## src/rtl/register_file_pkg.sv

```systemverilog
// Shared constants and types for the architectural register file.
// Also carries the ROB opcode encoding used by the reorder buffer.
package register_file_pkg;

    localparam int ROB_WIDTH = 4;
    localparam int ROB_SIZE  = 2 ** ROB_WIDTH;
    localparam int REG_NUM   = 32;
    localparam int REG_IDX_W = 5;
    localparam int XLEN      = 32;

    typedef logic [ROB_WIDTH-1:0] rob_tag_t;
    typedef logic [REG_IDX_W-1:0] reg_idx_t;
    typedef logic [XLEN-1:0]      word_t;

    typedef enum logic [1:0] {
        ROB_OP_REG    = 2'd0,
        ROB_OP_STORE  = 2'd1,
        ROB_OP_BRANCH = 2'd2,
        ROB_OP_JALR   = 2'd3
    } rob_op_e;

endpackage

```

## src/rtl/register_file_if.sv

```systemverilog
// Issue, read and commit bus between the core and the register file.
// master drives requests; slave is the register file.
interface register_file_if;
    import register_file_pkg::*;

    logic     clear_signal;
    logic     issue_signal;
    reg_idx_t issue_rd;
    rob_tag_t issue_rob_tag;
    reg_idx_t rs1_addr;
    reg_idx_t rs2_addr;
    logic     rs1_busy;
    word_t    rs1_value;
    rob_tag_t rs1_tag;
    logic     rs2_busy;
    word_t    rs2_value;
    rob_tag_t rs2_tag;
    logic     reg_done;
    word_t    reg_value;
    rob_tag_t reg_tag;

    modport master (
        output clear_signal, issue_signal, issue_rd, issue_rob_tag,
        output rs1_addr, rs2_addr,
        output reg_done, reg_value, reg_tag,
        input  rs1_busy, rs1_value, rs1_tag,
        input  rs2_busy, rs2_value, rs2_tag
    );

    modport slave (
        input  clear_signal, issue_signal, issue_rd, issue_rob_tag,
        input  rs1_addr, rs2_addr,
        input  reg_done, reg_value, reg_tag,
        output rs1_busy, rs1_value, rs1_tag,
        output rs2_busy, rs2_value, rs2_tag
    );

endinterface

```

## src/rtl/register_file_rf_read_port.sv

```systemverilog
// One source-operand read port: table lookup plus same-cycle
// forwarding of the value the ROB is committing right now.
module rf_read_port
    import register_file_pkg::*;
(
    input  reg_idx_t                        rs_addr,
    input  logic [REG_NUM-1:0][XLEN-1:0]      value_q,
    input  logic [REG_NUM-1:0]                busy_q,
    input  logic [REG_NUM-1:0][ROB_WIDTH-1:0] tag_q,
    input  logic                            bypass_en,
    input  rob_tag_t                        reg_tag,
    input  word_t                           reg_value,
    output logic                            rs_busy,
    output word_t                           rs_value,
    output rob_tag_t                        rs_tag
);

    // x0 is hard zero; a pending source resolves if its producer commits now
    always_comb begin
        rs_busy  = 1'b0;
        rs_value = '0;
        rs_tag   = '0;
        if (rs_addr != '0) begin
            rs_tag   = tag_q[rs_addr];
            rs_value = value_q[rs_addr];
            if (busy_q[rs_addr]) begin
                if (bypass_en && (reg_tag == tag_q[rs_addr])) begin
                    rs_value = reg_value;
                end else begin
                    rs_busy = 1'b1;
                end
            end
        end
    end

endmodule

```

## src/rtl/register_file.sv

```systemverilog
// Architectural register file with rename status and a tag-to-rd
// table so the ROB can commit by tag alone.
module register_file
    import register_file_pkg::*;
(
    input  logic           clk_in,
    input  logic           rst_in,
    input  logic           rdy_in,
    register_file_if.slave rf
);

    logic [REG_NUM-1:0][XLEN-1:0]      value_q;
    logic [REG_NUM-1:0]                busy_q;
    logic [REG_NUM-1:0][ROB_WIDTH-1:0] tag_q;
    logic [ROB_SIZE-1:0][REG_IDX_W-1:0] dest_q;

    reg_idx_t commit_rd;
    logic     bypass_en;
    logic     commit_en;
    logic     issue_en;

    assign commit_rd = dest_q[rf.reg_tag];
    assign bypass_en = rdy_in & rf.reg_done;
    assign commit_en = bypass_en & (commit_rd != '0);
    assign issue_en  = rdy_in & rf.issue_signal & ~rf.clear_signal;

    // Commit first, then issue (a new rename wins), then flush clears busy
    always_ff @(posedge clk_in) begin
        if (rst_in) begin
            value_q <= '0;
            busy_q  <= '0;
            tag_q   <= '0;
            dest_q  <= '0;
        end else begin
            if (commit_en) begin
                value_q[commit_rd] <= rf.reg_value;
                if (busy_q[commit_rd] && (tag_q[commit_rd] == rf.reg_tag)) begin
                    busy_q[commit_rd] <= 1'b0;
                end
            end
            if (issue_en) begin
                dest_q[rf.issue_rob_tag] <= rf.issue_rd;
                if (rf.issue_rd != '0) begin
                    busy_q[rf.issue_rd] <= 1'b1;
                    tag_q[rf.issue_rd]  <= rf.issue_rob_tag;
                end
            end
            if (rdy_in && rf.clear_signal) begin
                busy_q <= '0;
            end
        end
    end

    rf_read_port u_rd1 (
        .rs_addr   (rf.rs1_addr),
        .value_q   (value_q),
        .busy_q    (busy_q),
        .tag_q     (tag_q),
        .bypass_en (bypass_en),
        .reg_tag   (rf.reg_tag),
        .reg_value (rf.reg_value),
        .rs_busy   (rf.rs1_busy),
        .rs_value  (rf.rs1_value),
        .rs_tag    (rf.rs1_tag)
    );

    rf_read_port u_rd2 (
        .rs_addr   (rf.rs2_addr),
        .value_q   (value_q),
        .busy_q    (busy_q),
        .tag_q     (tag_q),
        .bypass_en (bypass_en),
        .reg_tag   (rf.reg_tag),
        .reg_value (rf.reg_value),
        .rs_busy   (rf.rs2_busy),
        .rs_value  (rf.rs2_value),
        .rs_tag    (rf.rs2_tag)
    );

endmodule

```

## src/flat_wrapper.sv

```systemverilog
// flat-port wrapper written by rule: the top's interface ports become plain ports
module register_file_flat import register_file_pkg::*;
  (clk_in, rst_in, rdy_in, rf_clear_signal, rf_issue_signal, rf_issue_rd, rf_issue_rob_tag, rf_rs1_addr, rf_rs2_addr, rf_reg_done, rf_reg_value, rf_reg_tag, rf_rs1_busy, rf_rs1_value, rf_rs1_tag, rf_rs2_busy, rf_rs2_value, rf_rs2_tag);
  register_file_if rf_i ();
  input  logic clk_in;
  input  logic rst_in;
  input  logic rdy_in;
  input wire logic [$bits(rf_i.clear_signal)-1:0] rf_clear_signal;
  input wire logic [$bits(rf_i.issue_signal)-1:0] rf_issue_signal;
  input wire logic [$bits(rf_i.issue_rd)-1:0] rf_issue_rd;
  input wire logic [$bits(rf_i.issue_rob_tag)-1:0] rf_issue_rob_tag;
  input wire logic [$bits(rf_i.rs1_addr)-1:0] rf_rs1_addr;
  input wire logic [$bits(rf_i.rs2_addr)-1:0] rf_rs2_addr;
  input wire logic [$bits(rf_i.reg_done)-1:0] rf_reg_done;
  input wire logic [$bits(rf_i.reg_value)-1:0] rf_reg_value;
  input wire logic [$bits(rf_i.reg_tag)-1:0] rf_reg_tag;
  output wire logic [$bits(rf_i.rs1_busy)-1:0] rf_rs1_busy;
  output wire logic [$bits(rf_i.rs1_value)-1:0] rf_rs1_value;
  output wire logic [$bits(rf_i.rs1_tag)-1:0] rf_rs1_tag;
  output wire logic [$bits(rf_i.rs2_busy)-1:0] rf_rs2_busy;
  output wire logic [$bits(rf_i.rs2_value)-1:0] rf_rs2_value;
  output wire logic [$bits(rf_i.rs2_tag)-1:0] rf_rs2_tag;
  assign rf_i.clear_signal = rf_clear_signal;
  assign rf_i.issue_signal = rf_issue_signal;
  assign rf_i.issue_rd = rf_issue_rd;
  assign rf_i.issue_rob_tag = rf_issue_rob_tag;
  assign rf_i.rs1_addr = rf_rs1_addr;
  assign rf_i.rs2_addr = rf_rs2_addr;
  assign rf_i.reg_done = rf_reg_done;
  assign rf_i.reg_value = rf_reg_value;
  assign rf_i.reg_tag = rf_reg_tag;
  assign rf_rs1_busy = rf_i.rs1_busy;
  assign rf_rs1_value = rf_i.rs1_value;
  assign rf_rs1_tag = rf_i.rs1_tag;
  assign rf_rs2_busy = rf_i.rs2_busy;
  assign rf_rs2_value = rf_i.rs2_value;
  assign rf_rs2_tag = rf_i.rs2_tag;
  register_file u_core (.clk_in(clk_in), .rst_in(rst_in), .rdy_in(rdy_in), .rf(rf_i));
endmodule
```

## config.mk

```make
export PLATFORM = sky130hd
export DESIGN_NAME = register_file_flat
export DESIGN_NICKNAME = d
export VERILOG_FILES = /design/src/rtl/register_file_pkg.sv /design/src/rtl/register_file_if.sv /design/src/rtl/register_file_rf_read_port.sv /design/src/rtl/register_file.sv /design/src/flat_wrapper.sv
export SDC_FILE = /design/constraint.sdc
export NUM_CORES = 2
export LEC_CHECK = 0
export CORE_MARGIN = 4
export CORE_UTILIZATION = 45
export CTS_CLUSTER_SIZE = 14
export DETAILED_ROUTE_END_ITERATION = 8
export GPL_TIMING_DRIVEN = 0
export PLACE_DENSITY = 0.57
export SLEW_MARGIN = 20
export SYNTH_ARGS = -nofsm -noshare
export SYNTH_HDL_FRONTEND = slang
export SYNTH_HIERARCHICAL = 1
export SYNTH_SLANG_ARGS = --single-unit
```

## constraint.sdc

```tcl
create_clock -name clk_in -period 4.73 [get_ports clk_in]
set_input_delay 0.473 -clock clk_in [delete_from_list [all_inputs] [get_ports clk_in]]
set_output_delay 0.473 -clock clk_in [all_outputs]
set_load 0.005 [all_outputs]
```

==> flow_summary.yaml <==
status:
  status: "finished with violations"
  violations: "negative setup slack"
timing:
  hold_viol_final: 0
  slew_viol_final: 0
  finalSetupViolations: 89
  slew_headroom: 0.0524
  min_period_ps: 4940
  holdWs_ps: 415
  fin_skew_ps: 38.5
  tns_ps: -5450
  tightest_slew_ps: 1420
  fmax_ghz: 0.202
  fin_ws_ps: -211
  rsz0062_at_grt: "true"
  period_share: 1.04
global_route:
  grt_pass1_vias: 59400
  overflow: 0
  grt_use_total: 0.429
  grt_max_degree: 17
  grt_pass1_wl_um: 459000
  antenna_found_initial: 34
setup_path:
  cp_max_fo: 10
  critPathMaxStageDelay_ps: 980
  worstPathRequired_ps: 4260
  timing.rr.start: "u_core/dest_q[35]"
  cpMaxStageDelayCell: "clkbuf_1"
  arrival_ps: 4470
  cp_num_buf_inv: 4
  path_cells: "clkbuf_2, nor2_2, and3_1, clkbuf_1, clkbuf_1, or3_1, mux2i_1, dlygate4sd2_1"
  path_delay_family: "buffers and inverters"
  r2r_slack_ps: 130
  critPathCaptureType: "output port"
  worstSetupStartpointType: "input pin"
  r2r-end: "u_core/busy_q[21]"
  r2r_cells: 14
  worst_path_most_repeated_cell: "clkbuf_1"
  path_class: "input pin to output port"
drt:
  route.detailed.drc: 0
  detail-route-antenna-nets: 0
  avgRoutedWirePerCell_um: 35.2
  wl_um: 339000
  dr.pass1.iters: 9
  via_per_inst: 6.62
  vias: 63700
  drt_iter0_markers: 9197
clock_network:
  ctsRootBufferMaster: "clkbuf_16"
  clockBufferDepth: 3
  clock_sink_count: 1264
  cts_tree: "yes"
  htreeDepth: 4
  clk_pin_slew_ps: 50
  clk-insertion-delay-late_ps: 800
  cts_buffers: 149
synth:
  ys_seq_elements: 1264
  yosysSeqAreaShare: 0.382
  synth-main-ff-cell: "dfxtp_1"
  synth_nets: 7278
  syn_inst: 7217
  avgSynthCellArea_sq_um: 9.18
  synth_area_sq_mm: 0.0662
  ys_async_sr_fraction: 0
  synth_edf_count: 0
  yosys_warnings: 6
  synth_cell_types: 73
pwr:
  power.total_mw: 24.5
  power_leakage_nw: 25.6
  power_density_mw_per_mm2: 320
  ir_drop_mv: 0.291
floorplanning:
  fp.dieH_um: 392
  start_util: 0.454
  coreArea_sq_mm: 0.146
  rows: 140
  ios: 135
  fp.dieW_um: 392
  die-area_sq_mm: 0.153
min_path:
  hold_path_startpoint: "rf_issue_rob_tag[0]"
  worstHoldEndpoint: "u_core/tag_q[116]"
  min_path_type: "input pin to flip-flop"
  hold_depth: 3
layout:
  finish.net_count: 7612
  drive_above_1_share: 0.187
  fin_util: 0.526
  area_delta_synth_final_pct: 15.9
placement:
  post-place-ws_ps: -2420
  finalWeightedCongestion: 1.03
  io_buffers: 123
  place_hpwl_um: 251000
run:
  maxCapViolCount: 0
==> worst register-to-register path, delay by kind of cell (launching register included) <==
kind	cells	cell delay, ps
compound gates	5	1370
buf+inv	3	1000
flops	1	310
mux	1	300
simple gates	5	1510
==> layout make-up <==
class                   instances  area (sq um)
diodes                         45           113
flip-flops and latches       1264         25300
repair buffers                183          1990
inverters                      17          63.8
well taps                    1917          2400
plain buffers                 698          3450
clock inverters                38           333
fillers                     13600         69200
multi-input cells            5238         38800
clock buffers                 225          4330
==> kinds of logic (layout without fill, tap and decap cells) <==
group / count (synthesis) / count (layout) / share of synthesized area
and+or+nand+nor: 2962 / 2962 / 0.178
DFF: 1264 / 1264 / 0.382
AOI/OAI and AO/OA: 1242 / 1242 / 0.103
muxes: 1025 / 1025 / 0.292
buffers and inverters: 715 / 1161 / 0.0440
xor gates and xnor gates: 9 / 9 / 0.00119
other: 0 / 45 / 0
==> through the flow <==
stage | instances | instance area (sq um)
final | 9625 | 76700
after global routing | 9593 | 76700
after CTS | 9561 | 76000
after detailed placement | 9283 | 70400
after global placement | 9257 | 69900
after floorplan | 7217 | 66200
==> placed cells by master, fill, tap and decap left out, types with 66 or more instances in the layout <==
cell,Yosys,routed
mux4_2,725,725
a21oi_1,1081,1081
buf_4,11,79
clkbuf_16,0,153
dfxtp_1,1264,1261
nor2_1,375,320
or3_1,68,66
clkbuf_2,0,104
mux2i_1,292,276
clkbuf_1,523,458
nand2_1,2328,2307
==> power breakdown <==
part | switching, mW | internal (mW) | total (mW)
Sequential | 0.0220 | 10.7 | 10.7
Clock | 4.84 | 6.51 | 11.3
Combinational | 1.83 | 0.679 | 2.51
==> per-layer routing <==
| layer | global-route usage | part of all wire | vias up |
|---|---|---|---|
| met5 | 0.0115 | 0.0011 | - |
| met4 | 0.260 | 0.071 | 18 |
| met3 | 0.179 | 0.15 | 1220 |
| met2 | 0.611 | 0.41 | 4856 |
| met1 | 0.541 | 0.37 | 31500 |
| li1 | - | - | 26100 |
==> sequential cells by signal (all words and copies together), names as in the netlist <==
name            flops
u_core/busy_q      32
u_core/dest_q      80
u_core/tag_q      128
u_core/value_q   1024
==> repair_timing <==
action / CTS / global route
endpoints found under the setup margin: 1003 / 853
buffers inserted: 14 / 17
hold buffers: 0 / 0
pin swaps: 4 / 4
resized for setup: 326 / 177
gates cloned: 1 / 2
==> synth_stat cells (7+ instances only) <==
library cell,instances,share of area
buf_2,86,0.0065
a32oi_1,11,0.0015
o221a_1,16,0.0027
and3_1,28,0.0026
buf_4,11,0.0012
nand2b_1,13,0.0012
mux4_2,725,0.25
and2_1,15,0.0014
nand2_1,2328,0.13
mux2i_1,292,0.044
nor3_1,18,0.0014
a22oi_1,19,0.0022
buf_6,11,0.0019
a31oi_1,10,0.00094
dfxtp_1,1264,0.38
nor2b_1,51,0.0048
nand3_1,30,0.0023
a21boi_0,7,0.00079
o31a_1,15,0.0020
o21a_1,15,0.0017
buf_1,67,0.0038
clkbuf_1,523,0.030
a2111oi_0,10,0.0013
a211oi_1,10,0.0011
o21ai_0,7,0.00053
or3_1,68,0.0064
nor2_1,375,0.021
a21oi_1,1081,0.082
inv_1,15,0.00085
==> worst max-delay path by stage <==
stage / end / slack (ps) / startpoint / depth (start not counted)
2_1_floorplan: rf_rs1_value[10] / 1130 / rf_rs1_addr[1] / 11
3_3_place_gp: rf_rs1_value[21] / -3320 / rf_rs1_addr[2] / 11
3_5_place_dp: rf_rs2_value[21] / -2420 / rf_rs2_addr[0] / 12
4_1_cts: u_core/value_q[560] / -20 / rf_reg_tag[2] / 14
5_1_grt: rf_rs2_value[2] / -120 / u_core/tag_q[100] / 12
6_report: rf_rs2_value[11] / -210 / rf_rs2_addr[3] / 8
Power figures use the tool's default switching activity.
